`config.mk`:
```
export PLATFORM = sky130hd
export DESIGN_NAME = processing_unit_v3_flat
export DESIGN_NICKNAME = d
export VERILOG_FILES = /design/src/rtl/qec_pe_pkg.sv /design/src/rtl/processing_unit_v3_if.sv /design/src/rtl/min_index_tree.sv /design/src/rtl/processing_unit_v3.sv /design/src/flat_wrapper.sv
export SDC_FILE = /design/constraint.sdc
export NUM_CORES = 1
export LEC_CHECK = 0
export CORE_UTILIZATION = 50
export DETAILED_ROUTE_END_ITERATION = 10
export PLACE_DENSITY = 0.89
export SLEW_MARGIN = 20
export SYNTH_ARGS = -nofsm -noshare
export SYNTH_HDL_FRONTEND = slang
export SYNTH_SLANG_ARGS = --single-unit
```
`constraint.sdc`:
```
create_clock -name clk -period 21.7 [get_ports clk]
set_clock_uncertainty 0.2 [all_clocks]
set_input_delay 5.425 -clock clk [delete_from_list [all_inputs] [get_ports clk]]
set_output_delay 5.425 -clock clk [all_outputs]
set_load 0.005 [all_outputs]
```
`src/rtl/qec_pe_pkg.sv`:
```
// qec_pe_pkg: shared stage encoding and root-key helper for the union-find PE array
package qec_pe_pkg;
  localparam int STAGE_WIDTH = 3;
  typedef enum logic [STAGE_WIDTH-1:0] {
    STAGE_IDLE                = 3'd0,
    STAGE_MEASUREMENT_LOADING = 3'd1,
    STAGE_GROW                = 3'd2,
    STAGE_MERGE               = 3'd3,
    STAGE_PEELING             = 3'd4,
    STAGE_RESULT_VALID        = 3'd5
  } stage_e;
  function automatic logic [31:0] root_key(input logic anchored, input logic [31:0] addr, input int aw);
    return (32'(!anchored) << aw) | addr;
  endfunction
endpackage

```
`src/rtl/processing_unit_v3_if.sv`:
```
// processing_unit_v3_if: controller and neighbour-facing signals of one PE
interface processing_unit_v3_if import qec_pe_pkg::*; #(
  parameter int NEIGHBOR_COUNT = 6,
  parameter int ROOT_WIDTH = 10
);
  logic measurement;
  logic [STAGE_WIDTH-1:0] global_stage;
  logic [NEIGHBOR_COUNT-1:0] neighbor_fully_grown;
  logic [NEIGHBOR_COUNT*ROOT_WIDTH-1:0] neighbor_root;
  logic [NEIGHBOR_COUNT-1:0] neighbor_parent_vector;
  logic [NEIGHBOR_COUNT-1:0] child_cluster_parity;
  logic [NEIGHBOR_COUNT-1:0] parent_odd;
  logic neighbor_increase;
  logic [NEIGHBOR_COUNT-1:0] parent_vector;
  logic [ROOT_WIDTH-1:0] root;
  logic cluster_parity;
  logic odd;
  logic boundary_reached;
  logic busy;
  logic [NEIGHBOR_COUNT-1:0] correction_vector;
  logic correction_boundary;
  modport master (
    input measurement, global_stage, neighbor_fully_grown, neighbor_root,
          neighbor_parent_vector, child_cluster_parity, parent_odd,
    output neighbor_increase, parent_vector, root, cluster_parity, odd,
           boundary_reached, busy, correction_vector, correction_boundary
  );
  modport slave (
    output measurement, global_stage, neighbor_fully_grown, neighbor_root,
           neighbor_parent_vector, child_cluster_parity, parent_odd,
    input neighbor_increase, parent_vector, root, cluster_parity, odd,
          boundary_reached, busy, correction_vector, correction_boundary
  );
endinterface

```
`src/rtl/min_index_tree.sv`:
```
// min_index_tree: minimum over valid lanes with a one-hot of the lowest-index winner
module min_index_tree #(
  parameter int DATA_WIDTH = 10,
  parameter int CHANNEL_COUNT = 6
)(
  input  logic [CHANNEL_COUNT*DATA_WIDTH-1:0] data,
  input  logic [CHANNEL_COUNT-1:0] valid,
  output logic [DATA_WIDTH-1:0] min_value,
  output logic [CHANNEL_COUNT-1:0] min_onehot,
  output logic any_valid
);
  // strict less-than keeps the earliest lane on ties
  always_comb begin
    min_value = '1;
    min_onehot = '0;
    for (int i = 0; i < CHANNEL_COUNT; i++)
      if (valid[i] && (min_onehot == '0 || data[i*DATA_WIDTH +: DATA_WIDTH] < min_value)) begin
        min_value = data[i*DATA_WIDTH +: DATA_WIDTH];
        min_onehot = CHANNEL_COUNT'(1) << i;
      end
  end
  assign any_valid = |valid;
endmodule

```
`src/rtl/processing_unit_v3.sv`:
```
// processing_unit_v3: union-find PE with weighted boundary growth and peeling output
module processing_unit_v3 import qec_pe_pkg::*; #(
  parameter int NEIGHBOR_COUNT = 6,
  parameter int PER_DIM_BIT_WIDTH = 3,
  parameter int ADDRESS_WIDTH = 3*PER_DIM_BIT_WIDTH,
  parameter logic [ADDRESS_WIDTH-1:0] ADDRESS = '0,
  parameter int BW_WIDTH = 4,
  parameter logic [BW_WIDTH-1:0] BOUNDARY_WEIGHT = '0,
  parameter int ROOT_WIDTH = ADDRESS_WIDTH+1
)(
  input logic clk,
  input logic reset,
  processing_unit_v3_if.master bus
);
  stage_e stage, last_stage;
  logic m;
  logic [BW_WIDTH-1:0] boundary_count, count_n;
  logic [ROOT_WIDTH-1:0] root, root_m, own_key, home_key, cand;
  logic [NEIGHBOR_COUNT-1:0] parent_vector, pv_m, cand_onehot, correction_vector;
  logic cluster_parity, odd, boundary_reached, busy, correction_boundary;
  logic any_valid, take_cand, take_own, parity_m, odd_m, busy_m, reached_n;
  logic entry_grow, entry_peel;
  min_index_tree #(.DATA_WIDTH(ROOT_WIDTH), .CHANNEL_COUNT(NEIGHBOR_COUNT)) u_min (
    .data(bus.neighbor_root),
    .valid(bus.neighbor_fully_grown),
    .min_value(cand),
    .min_onehot(cand_onehot),
    .any_valid(any_valid)
  );
  assign home_key = ROOT_WIDTH'(root_key(1'b0, 32'(ADDRESS), ADDRESS_WIDTH));
  assign own_key = ROOT_WIDTH'(root_key(boundary_reached, 32'(ADDRESS), ADDRESS_WIDTH));
  assign entry_grow = stage == STAGE_GROW && last_stage != STAGE_GROW;
  assign entry_peel = stage == STAGE_PEELING && last_stage != STAGE_PEELING;
  // boundary growth: one step per GROW entry while odd, cleared on load
  always_comb begin
    count_n = stage == STAGE_MEASUREMENT_LOADING ? '0 :
              (entry_grow && odd && boundary_count < BOUNDARY_WEIGHT) ? boundary_count + 1'b1 : boundary_count;
    reached_n = BOUNDARY_WEIGHT != '0 && count_n == BOUNDARY_WEIGHT;
  end
  // merge candidate: adopt a smaller neighbour root, else re-root onto own boundary anchor
  always_comb begin
    take_cand = any_valid && cand < root;
    take_own = !take_cand && own_key < root;
    root_m = take_cand ? cand : take_own ? own_key : root;
    pv_m = take_cand ? cand_onehot : take_own ? '0 : parent_vector;
    parity_m = ^(bus.neighbor_parent_vector & bus.child_cluster_parity) ^ m;
    odd_m = |pv_m ? |(pv_m & bus.parent_odd) : parity_m & root_m[ROOT_WIDTH-1];
    busy_m = root_m != root || pv_m != parent_vector || parity_m != cluster_parity || odd_m != odd;
  end
  // stage tracking and per-stage register updates
  always_ff @(posedge clk) begin
    if (reset) begin
      stage <= STAGE_IDLE;
      last_stage <= STAGE_IDLE;
      m <= 1'b0;
      boundary_count <= '0;
      boundary_reached <= 1'b0;
      root <= home_key;
      parent_vector <= '0;
      cluster_parity <= 1'b0;
      odd <= 1'b0;
      busy <= 1'b0;
      correction_vector <= '0;
      correction_boundary <= 1'b0;
    end else begin
      stage <= stage_e'(bus.global_stage);
      last_stage <= stage;
      boundary_count <= count_n;
      boundary_reached <= reached_n;
      if (stage == STAGE_MEASUREMENT_LOADING) begin
        m <= bus.measurement;
        cluster_parity <= bus.measurement;
        odd <= bus.measurement;
        root <= home_key;
        parent_vector <= '0;
        busy <= 1'b0;
        correction_vector <= '0;
        correction_boundary <= 1'b0;
      end else if (stage == STAGE_MERGE) begin
        root <= root_m;
        parent_vector <= pv_m;
        cluster_parity <= parity_m;
        odd <= odd_m;
        busy <= busy_m;
      end else if (entry_peel) begin
        correction_vector <= cluster_parity ? parent_vector : '0;
        correction_boundary <= cluster_parity && parent_vector == '0 && boundary_reached;
      end
    end
  end
  assign bus.neighbor_increase = odd && entry_grow;
  assign bus.parent_vector = parent_vector;
  assign bus.root = root;
  assign bus.cluster_parity = cluster_parity;
  assign bus.odd = odd;
  assign bus.boundary_reached = boundary_reached;
  assign bus.busy = busy;
  assign bus.correction_vector = correction_vector;
  assign bus.correction_boundary = correction_boundary;
endmodule

```
`src/flat_wrapper.sv`:
```
// flat-port wrapper written by rule: the top's interface ports become plain ports
module processing_unit_v3_flat import qec_pe_pkg::*;
#(
  parameter int NEIGHBOR_COUNT = 6,
  parameter int PER_DIM_BIT_WIDTH = 3,
  parameter int ADDRESS_WIDTH = 3*PER_DIM_BIT_WIDTH,
  parameter logic [ADDRESS_WIDTH-1:0] ADDRESS = '0,
  parameter int BW_WIDTH = 4,
  parameter logic [BW_WIDTH-1:0] BOUNDARY_WEIGHT = '0,
  parameter int ROOT_WIDTH = ADDRESS_WIDTH+1
)
  (clk, reset, bus_measurement, bus_global_stage, bus_neighbor_fully_grown, bus_neighbor_root, bus_neighbor_parent_vector, bus_child_cluster_parity, bus_parent_odd, bus_neighbor_increase, bus_parent_vector, bus_root, bus_cluster_parity, bus_odd, bus_boundary_reached, bus_busy, bus_correction_vector, bus_correction_boundary);
  processing_unit_v3_if #(.NEIGHBOR_COUNT(NEIGHBOR_COUNT), .ROOT_WIDTH(ROOT_WIDTH)) bus_i ();
  input logic clk;
  input logic reset;
  input wire logic [$bits(bus_i.measurement)-1:0] bus_measurement;
  input wire logic [$bits(bus_i.global_stage)-1:0] bus_global_stage;
  input wire logic [$bits(bus_i.neighbor_fully_grown)-1:0] bus_neighbor_fully_grown;
  input wire logic [$bits(bus_i.neighbor_root)-1:0] bus_neighbor_root;
  input wire logic [$bits(bus_i.neighbor_parent_vector)-1:0] bus_neighbor_parent_vector;
  input wire logic [$bits(bus_i.child_cluster_parity)-1:0] bus_child_cluster_parity;
  input wire logic [$bits(bus_i.parent_odd)-1:0] bus_parent_odd;
  output wire logic [$bits(bus_i.neighbor_increase)-1:0] bus_neighbor_increase;
  output wire logic [$bits(bus_i.parent_vector)-1:0] bus_parent_vector;
  output wire logic [$bits(bus_i.root)-1:0] bus_root;
  output wire logic [$bits(bus_i.cluster_parity)-1:0] bus_cluster_parity;
  output wire logic [$bits(bus_i.odd)-1:0] bus_odd;
  output wire logic [$bits(bus_i.boundary_reached)-1:0] bus_boundary_reached;
  output wire logic [$bits(bus_i.busy)-1:0] bus_busy;
  output wire logic [$bits(bus_i.correction_vector)-1:0] bus_correction_vector;
  output wire logic [$bits(bus_i.correction_boundary)-1:0] bus_correction_boundary;
  assign bus_i.measurement = bus_measurement;
  assign bus_i.global_stage = bus_global_stage;
  assign bus_i.neighbor_fully_grown = bus_neighbor_fully_grown;
  assign bus_i.neighbor_root = bus_neighbor_root;
  assign bus_i.neighbor_parent_vector = bus_neighbor_parent_vector;
  assign bus_i.child_cluster_parity = bus_child_cluster_parity;
  assign bus_i.parent_odd = bus_parent_odd;
  assign bus_neighbor_increase = bus_i.neighbor_increase;
  assign bus_parent_vector = bus_i.parent_vector;
  assign bus_root = bus_i.root;
  assign bus_cluster_parity = bus_i.cluster_parity;
  assign bus_odd = bus_i.odd;
  assign bus_boundary_reached = bus_i.boundary_reached;
  assign bus_busy = bus_i.busy;
  assign bus_correction_vector = bus_i.correction_vector;
  assign bus_correction_boundary = bus_i.correction_boundary;
  processing_unit_v3 #(.NEIGHBOR_COUNT(NEIGHBOR_COUNT), .PER_DIM_BIT_WIDTH(PER_DIM_BIT_WIDTH), .ADDRESS_WIDTH(ADDRESS_WIDTH), .ADDRESS(ADDRESS), .BW_WIDTH(BW_WIDTH), .BOUNDARY_WEIGHT(BOUNDARY_WEIGHT), .ROOT_WIDTH(ROOT_WIDTH)) u_core (.clk(clk), .reset(reset), .bus(bus_i));
endmodule
```
# Yosys cells after proc, flatten, opt, wreduce, memory -nomap -nowiden
# Index checks and enable logic that the tools add are counted.
[totals]
ff_bits = 32
latchBits = 0
mem_bits_rw = 0
romBits = 0
input_bits = 90
output_inout_bits = 28
wordCells = 84
memories = 0
[classes]
add_sub_neg = 0
mul = 0
div = 0
magnitude_cmp = 7
eq_ne = 10
n_shift = 0
n_mux = 22
n_bitwise = 5
reduce_logical = 31
[ops]
columns = ["operator", "n"]
rows = [
  ["two-way mux 10 bit", 8],
  ["less-than comparator 10 bit", 6],
  ["two-way mux 6 bit", 8],
  ["logical NOT 6 bit", 5],
  ["OR reduction 6 bit", 3],
  ["bitwise AND 6 bit", 2],
  ["logical AND 1 bit", 10],
  ["less-than comparator 10 bit (first input constant)", 1],
  ["!= test 10 bit", 1],
  ["logical OR 1 bit", 8],
  ["== test 3 x 2 -> 1 bit (second input constant)", 2],
  ["two-way mux 1 bit", 6],
  ["!= test 6 bit", 1],
  ["parity 6 bit", 1],
  ["== test 3 x 1 -> 1 bit (second input constant)", 1],
  ["== test 3 bit (second input constant)", 1],
  ["!= test 3 x 2 -> 1 bit (second input constant)", 1],
  ["!= test 3 bit (second input constant)", 1],
  ["!= test 1 bit", 2],
  ["AND reduction 2 bit", 1],
  ["nonzero test 2 bit", 1],
  ["OR reduction 2 bit", 1],
  ["bitwise AND 1 bit", 1],
  ["logical NOT 1 bit", 1],
  ["other kinds (2)", 2],
]

# Longest topological paths before layout
[logic_depth]
word_depth = 32
ltp_mapped = 89
depth_no_buf = 78

# By module
# A second synthesis with hierarchy kept.
[hier_totals]
hier_cells = 569
area_unflattened_um2 = 4212.8
[by_module_without_submodules]
columns = ["module", "n_inst", "cells_each", "area_each_um2", "seq_area_each_um2"]
rows = [
  ["min_index_tree", 1, 320, 2208.4, 0.0],
  ["processing_unit_v3", 1, 249, 2004.4, 640.6],
]

# Worst setup path before layout
# Ideal clock, no wire load.
[synth_timing]
path_type = "input-to-reg"
from = "input port bus_neighbor_fully_grown[0]"
to = "register u_core.busy, in the netlist u_core.bus.busy"
setup_time_ps = 124
t_arrival_ps = 19388
t_required_ps = 21376
slack_ps = 1987
path_stages = 83
n_path_buf = 9
cell_sequence = "clkinv_1 nor2_1 ha_1 nand4_1 a21oi_1 o2111ai_1 a41oi_4 nand2b_1 clkbuf_1 clkbuf_1 nor2_1 a21oi_1 inv_1 ha_1 nand2_1 nor2_1 o2111ai_1 nor2_1 (+47 left out) buf_6 a21oi_1 ha_1 a21oi_1 nor2b_1 o21ai_0 nand2b_1 a21oi_1 nor2_1 a2111oi_0 nand4b_1 a211oi_1 a31oi_1 or3_1 a2111o_1 o31ai_1 nor3b_1 a31oi_1"
[synth_via]
elab_chain_len = 32
elab_cells_between_ends = 52
cone_classes = "order compare: 6; eq/ne: 3; mux: 17; bitwise: 2; reduce/logical: 24"
[synth_rtl]
columns = ["item", "line_no", "rtl"]
rows = [
  ["from (decl)", "flat_wrapper.sv:18", "input wire logic [$bits(bus_i.neighbor_fully_grown)-1:0] bus_neighbor_fully_grown;"],
  ["two-way mux 10 bit or two-way mux 1 bit (tied branches)", "min_index_tree.sv:17", "if (valid[i] && (min_onehot == '0 || data[i*DATA_WIDTH +: DATA_WIDTH] < min_value)) begin"],
  ["less-than comparator 10 bit or logical NOT 6 bit (tied branches)", "min_index_tree.sv:17", ""],
  ["logical OR 1 bit", "min_index_tree.sv:17", ""],
  ["logical AND 1 bit", "min_index_tree.sv:17", ""],
  ["two-way mux 10 bit or two-way mux 6 bit (tied branches)", "min_index_tree.sv:17", ""],
  ["less-than comparator 10 bit or logical NOT 6 bit (tied branches)", "min_index_tree.sv:17", ""],
  ["logical OR 1 bit", "min_index_tree.sv:17", ""],
  ["logical AND 1 bit", "min_index_tree.sv:17", ""],
  ["(+15 left out)", "n/a", ""],
  ["logical NOT 1 bit", "processing_unit_v3.sv:43", "take_own = !take_cand && own_key < root;"],
  ["logical AND 1 bit", "processing_unit_v3.sv:43", ""],
  ["two-way mux 6 bit (2 in series)", "processing_unit_v3.sv:45", "pv_m = take_cand ? cand_onehot : take_own ? '0 : parent_vector;"],
  ["bitwise AND 6 bit", "processing_unit_v3.sv:47", "odd_m = |pv_m ? |(pv_m & bus.parent_odd) : parity_m & root_m[ROOT_WIDTH-1];"],
  ["OR reduction 6 bit", "processing_unit_v3.sv:47", ""],
  ["two-way mux 1 bit", "processing_unit_v3.sv:47", ""],
  ["!= test 1 bit", "processing_unit_v3.sv:48", "busy_m = root_m != root || pv_m != parent_vector || parity_m != cluster_parity || odd_m != odd;"],
  ["logical OR 1 bit *", "processing_unit_v3.sv:48", ""],
  ["to (signal assigned)", "processing_unit_v3.sv:84", "busy <= busy_m;"],
  ["to (decl)", "processing_unit_v3.sv:20", "logic cluster_parity, odd, boundary_reached, busy, correction_boundary;"],
]
# Every way passes the cells marked *; elsewhere a longest branch is shown, timed or not.
# A chain may end at the register's enable or synchronous reset.

# Worst setup path in the final report
# Same ends and word-level chain as after synthesis.

==> flow_metrics.tcl <==
set metrics [dict create \
    synthTopCellsByArea "dfxtp_1 (15%), ha_1 (15%), nor2_1 (6.2%)" \
    holdPathStages 2 \
    rr_endpoint "u_core.bus.busy" \
    syn_inst 584 \
    drt-pass1-iter-count 7 \
    finalCriticalPeriod_ns 20.56 \
    hold_end "u_core.bus.correction_vector[3]" \
    p_per_area_mw_per_mm2 53.16 \
    worst_slew_pin_slew_ns 0.9435 \
    required_ns 21.67 \
    wl_per_cell_um 17.22 \
    drive_gt1_share_pct 6.340 \
    fin_tns_setup_ns 0 \
    cpMaxStageDelayCell "clkdlybuf4s50_1" \
    slowest_delay_ns 0.62 \
    drt_wl_total_mm 13.76 \
    ios 118 \
    ys_ff_latch 32 \
    yosysWarnings 0 \
    fp.coreArea_mm2 0.008217 \
    synthToLayoutAreaGrowth_pct 33.40 \
    std_cell_rows 33 \
    crit_type "primary input to register" \
    grt_pass1_wl_mm 21.72 \
    synth_enable_flop_cells 0 \
    die_x_um 94.26 \
    final_nets 833 \
    status "finished clean" \
    postCtsSetupRepairBufs 0 \
    async_reset_ff_share_pct 0 \
    placed_area_mm2 0.005472 \
    htree_num_levels 2 \
    vias_per_cell 6.118 \
    crit_path_end_kind "register" \
    min_period_over_period_pct 94.76 \
    p_sw_share_pct 41.79 \
    setup_viol 0 \
    finalWeightedCongestion 0.9822 \
    synth_area_leader_cell "dfxtp_1" \
    cts.path.max_buffers 2 \
    grt_util_all_layers_pct 30.54 \
    slew_headroom_pct 36.90 \
    die_h_um 94.26 \
    p_int_mw 0.1757 \
    start_util_pct 51.79 \
    syn-mean-instance-area_um2 7.287 \
    vias 4888 \
    grt_max_degree 27 \
    maxSlewViolCount 0 \
    p_leak_nw 2.443 \
    hold_class "register to register" \
    stdcell_area_mm2 0.005677 \
    drt_first_iter_violations 371 \
    timing.critical_path.buf_inv 6 \
    grt_pass1_vias 4606 \
    ys_dominant_reg_cell "dfxtp_1" \
    worst_skew_pair.late_latency_ns 0.28 \
    hold_violations 0 \
    reg2reg_from "u_core.bus.root[3]" \
    antenna_found_initial 0 \
    drc 0 \
    cp_common_cell "a21o_1" \
    place_hpwl_mm 10.98 \
    ctsRootBufferMaster "clkbuf_8" \
    cts_buffers 5 \
    max_freq_ghz 0.04863 \
    seqPwrFrac_pct 20.7 \
    r2r_slack_ns 17.56 \
    cts_hold_buffers 0 \
    synth_top_area_share_pct 15.05 \
    peakVddDrop_uv 51.80 \
    combPwrFrac_pct 60.3 \
    cts_sinks 32 \
    worst_r2r_path_depth 17 \
    max_cap_violations 0 \
    drtAntennaViolNets 0 \
    num_antenna_cells 0 \
    power.net_switching_mw 0.1261 \
    path_max_fanout 20 \
    portBuffers 115 \
    critPathLaunchType "primary input" \
    yosysUniqueCellTypes 76 \
    ys_seq_area_share_pct 15.05 \
    gr-total-overflow 0 \
    clk_pin_slew_ns 0.07 \
    syn_area_mm2 0.004255 \
    cp_top_family "compound AO/OA/AOI/OAI gates" \
    p_clk_share_pct 19.0 \
    final_util_pct 69.09 \
    cp.arrival_ns 20.54 \
    die-area_mm2 0.008884 \
    cts_tree "built" \
    min-delay-start "u_core.bus.correction_vector[3]" \
]
-- layout by cell type, fill, tap and decap left out, types with 5 or more instances in the layout --
cell	Yosys	layout
nand4_1	7	7
o21ai_0	25	25
clkbuf_8	0	5
a21oi_1	40	39
dfxtp_1	32	32
xnor2_1	12	12
buf_4	4	6
nand2b_1	11	10
ha_1	50	50
xor2_1	5	5
mux2_2	6	6
nand3_1	15	15
nand2_1	50	50
a22oi_1	12	12
mux2i_1	18	17
nor2b_1	12	12
inv_1	57	57
clkdlybuf4s50_1	0	115
nor3_1	13	12
a211oi_1	9	8
nor2_1	70	70
or3_1	6	6
a21o_1	14	14
and2_1	5	5
-- routing by layer --
layer  up-vias  GRT usage, %  share of wire (%)
li1       2339             -                  -
met1      2266         38.29                 42
met2       242         53.44                 49
met3        41         3.641                6.7
met4         0         10.26                2.2
met5         -             0                  0
-- power groups by stage --
stage                     registers (mW)  clock network (mW)  logic, mW
after detailed placement          0.0638                   0      0.172
after floorplan                   0.0631                   0      0.120
after CTS                         0.0625              0.0576      0.174
after global placement            0.0637                   0      0.168
final                             0.0625              0.0573      0.182
after global routing              0.0627              0.0605      0.198
-- state kept, by name, indices dropped and copies added (netlist names) --
signal and count:
u_core.bus.root 10, u_core.bus.correction_vector 6, u_core.bus.parent_vector 6, u_core.last_stage 3, u_core.stage 3, u_core.bus.busy 1, u_core.bus.cluster_parity 1, u_core.bus.odd 1
u_core.m 1
-- how the worst max path moves through the flow --
stage,start,end,slack (ns),cells after the start
floorplan,bus_neighbor_fully_grown[0],u_core.bus.busy,1.99,83
global placement,bus_neighbor_fully_grown[0],u_core.bus.busy,0.48,74
detailed placement,bus_neighbor_fully_grown[0],u_core.bus.busy,-0.28,74
CTS,bus_neighbor_fully_grown[0],u_core.bus.busy,0.29,74
global route,bus_neighbor_fully_grown[0],u_core.bus.busy,-0.07,76
finish,bus_neighbor_fully_grown[0],u_core.bus.busy,1.14,76
-- worst register-to-register path, cell delays in order (launching register included) --
cell and delay (ns):
dfxtp_1 0.38, inv_1 0.13, ha_1 0.33, a21oi_1 0.15, nor2b_1 0.05, o21ai_0 0.14
nand2b_1 0.07, a21oi_1 0.14, nor2_1 0.05, a2111oi_1 0.38, nand4b_1 0.15, a211oi_1 0.19
a31oi_1 0.19, or3_1 0.48, a2111o_1 0.45, o31ai_1 0.21, nor3b_1 0.24, a31oi_1 0.11
-- kinds of logic after synthesis --
logic type	count (synthesis)	synth area share (%)
other cells	1	0.08812
compound gates	164	27.40
mux	27	6.998
fa+ha+maj	50	14.70
flops	32	15.05
xor+xnor	17	3.499
simple gates	213	24.43
buf+inv	80	7.821
-- cells in the mapped netlist (all sizes together) (5+ instances only) --
master / number
dfxtp: 32
mux2: 6
ha: 50
a21o: 14
nand2b: 11
clkbuf: 12
or3: 7
xnor2: 12
xor2: 5
mux2i: 21
nor3: 13
nand3: 15
o21ai: 29
a211oi: 9
and2: 5
nor2: 70
nand2: 50
nor2b: 12
a21oi: 40
inv: 57
buf: 10
nand4: 8
a22oi: 12
-- cell type report --
| cell class | count | area, um^2 |
|---|---|---|
| multi-input combinational | 475 | 3376 |
| fill | 696 | 2540 |
| timing repair buffer | 121 | 1196 |
| sequential | 32 | 640.6 |
| inverter | 58 | 221.5 |
| tap | 105 | 131.4 |
| clock buffer | 5 | 68.82 |
| clock inverter | 3 | 42.54 |
-- per-stage QoR --
stage	power, mW	std cells	setup slack (ns)	hold WS, ns
final	0.3018	799	1.136	0.2552
after CTS	0.2938	797	0.2900	0.2553
after detailed placement	0.2358	789	-0.2757	0.2490
after global placement	0.2315	789	0.4841	0.2421
after global routing	0.3211	799	-0.06621	0.2713
after floorplan	0.1834	585	1.987	0.2483
-- timing repair --
action	CTS	global route
resized for setup	1	11
cloned	0	2
endpoints found under the setup margin	1	18
pin swaps	0	1
(Power assumes the default switching activity.)
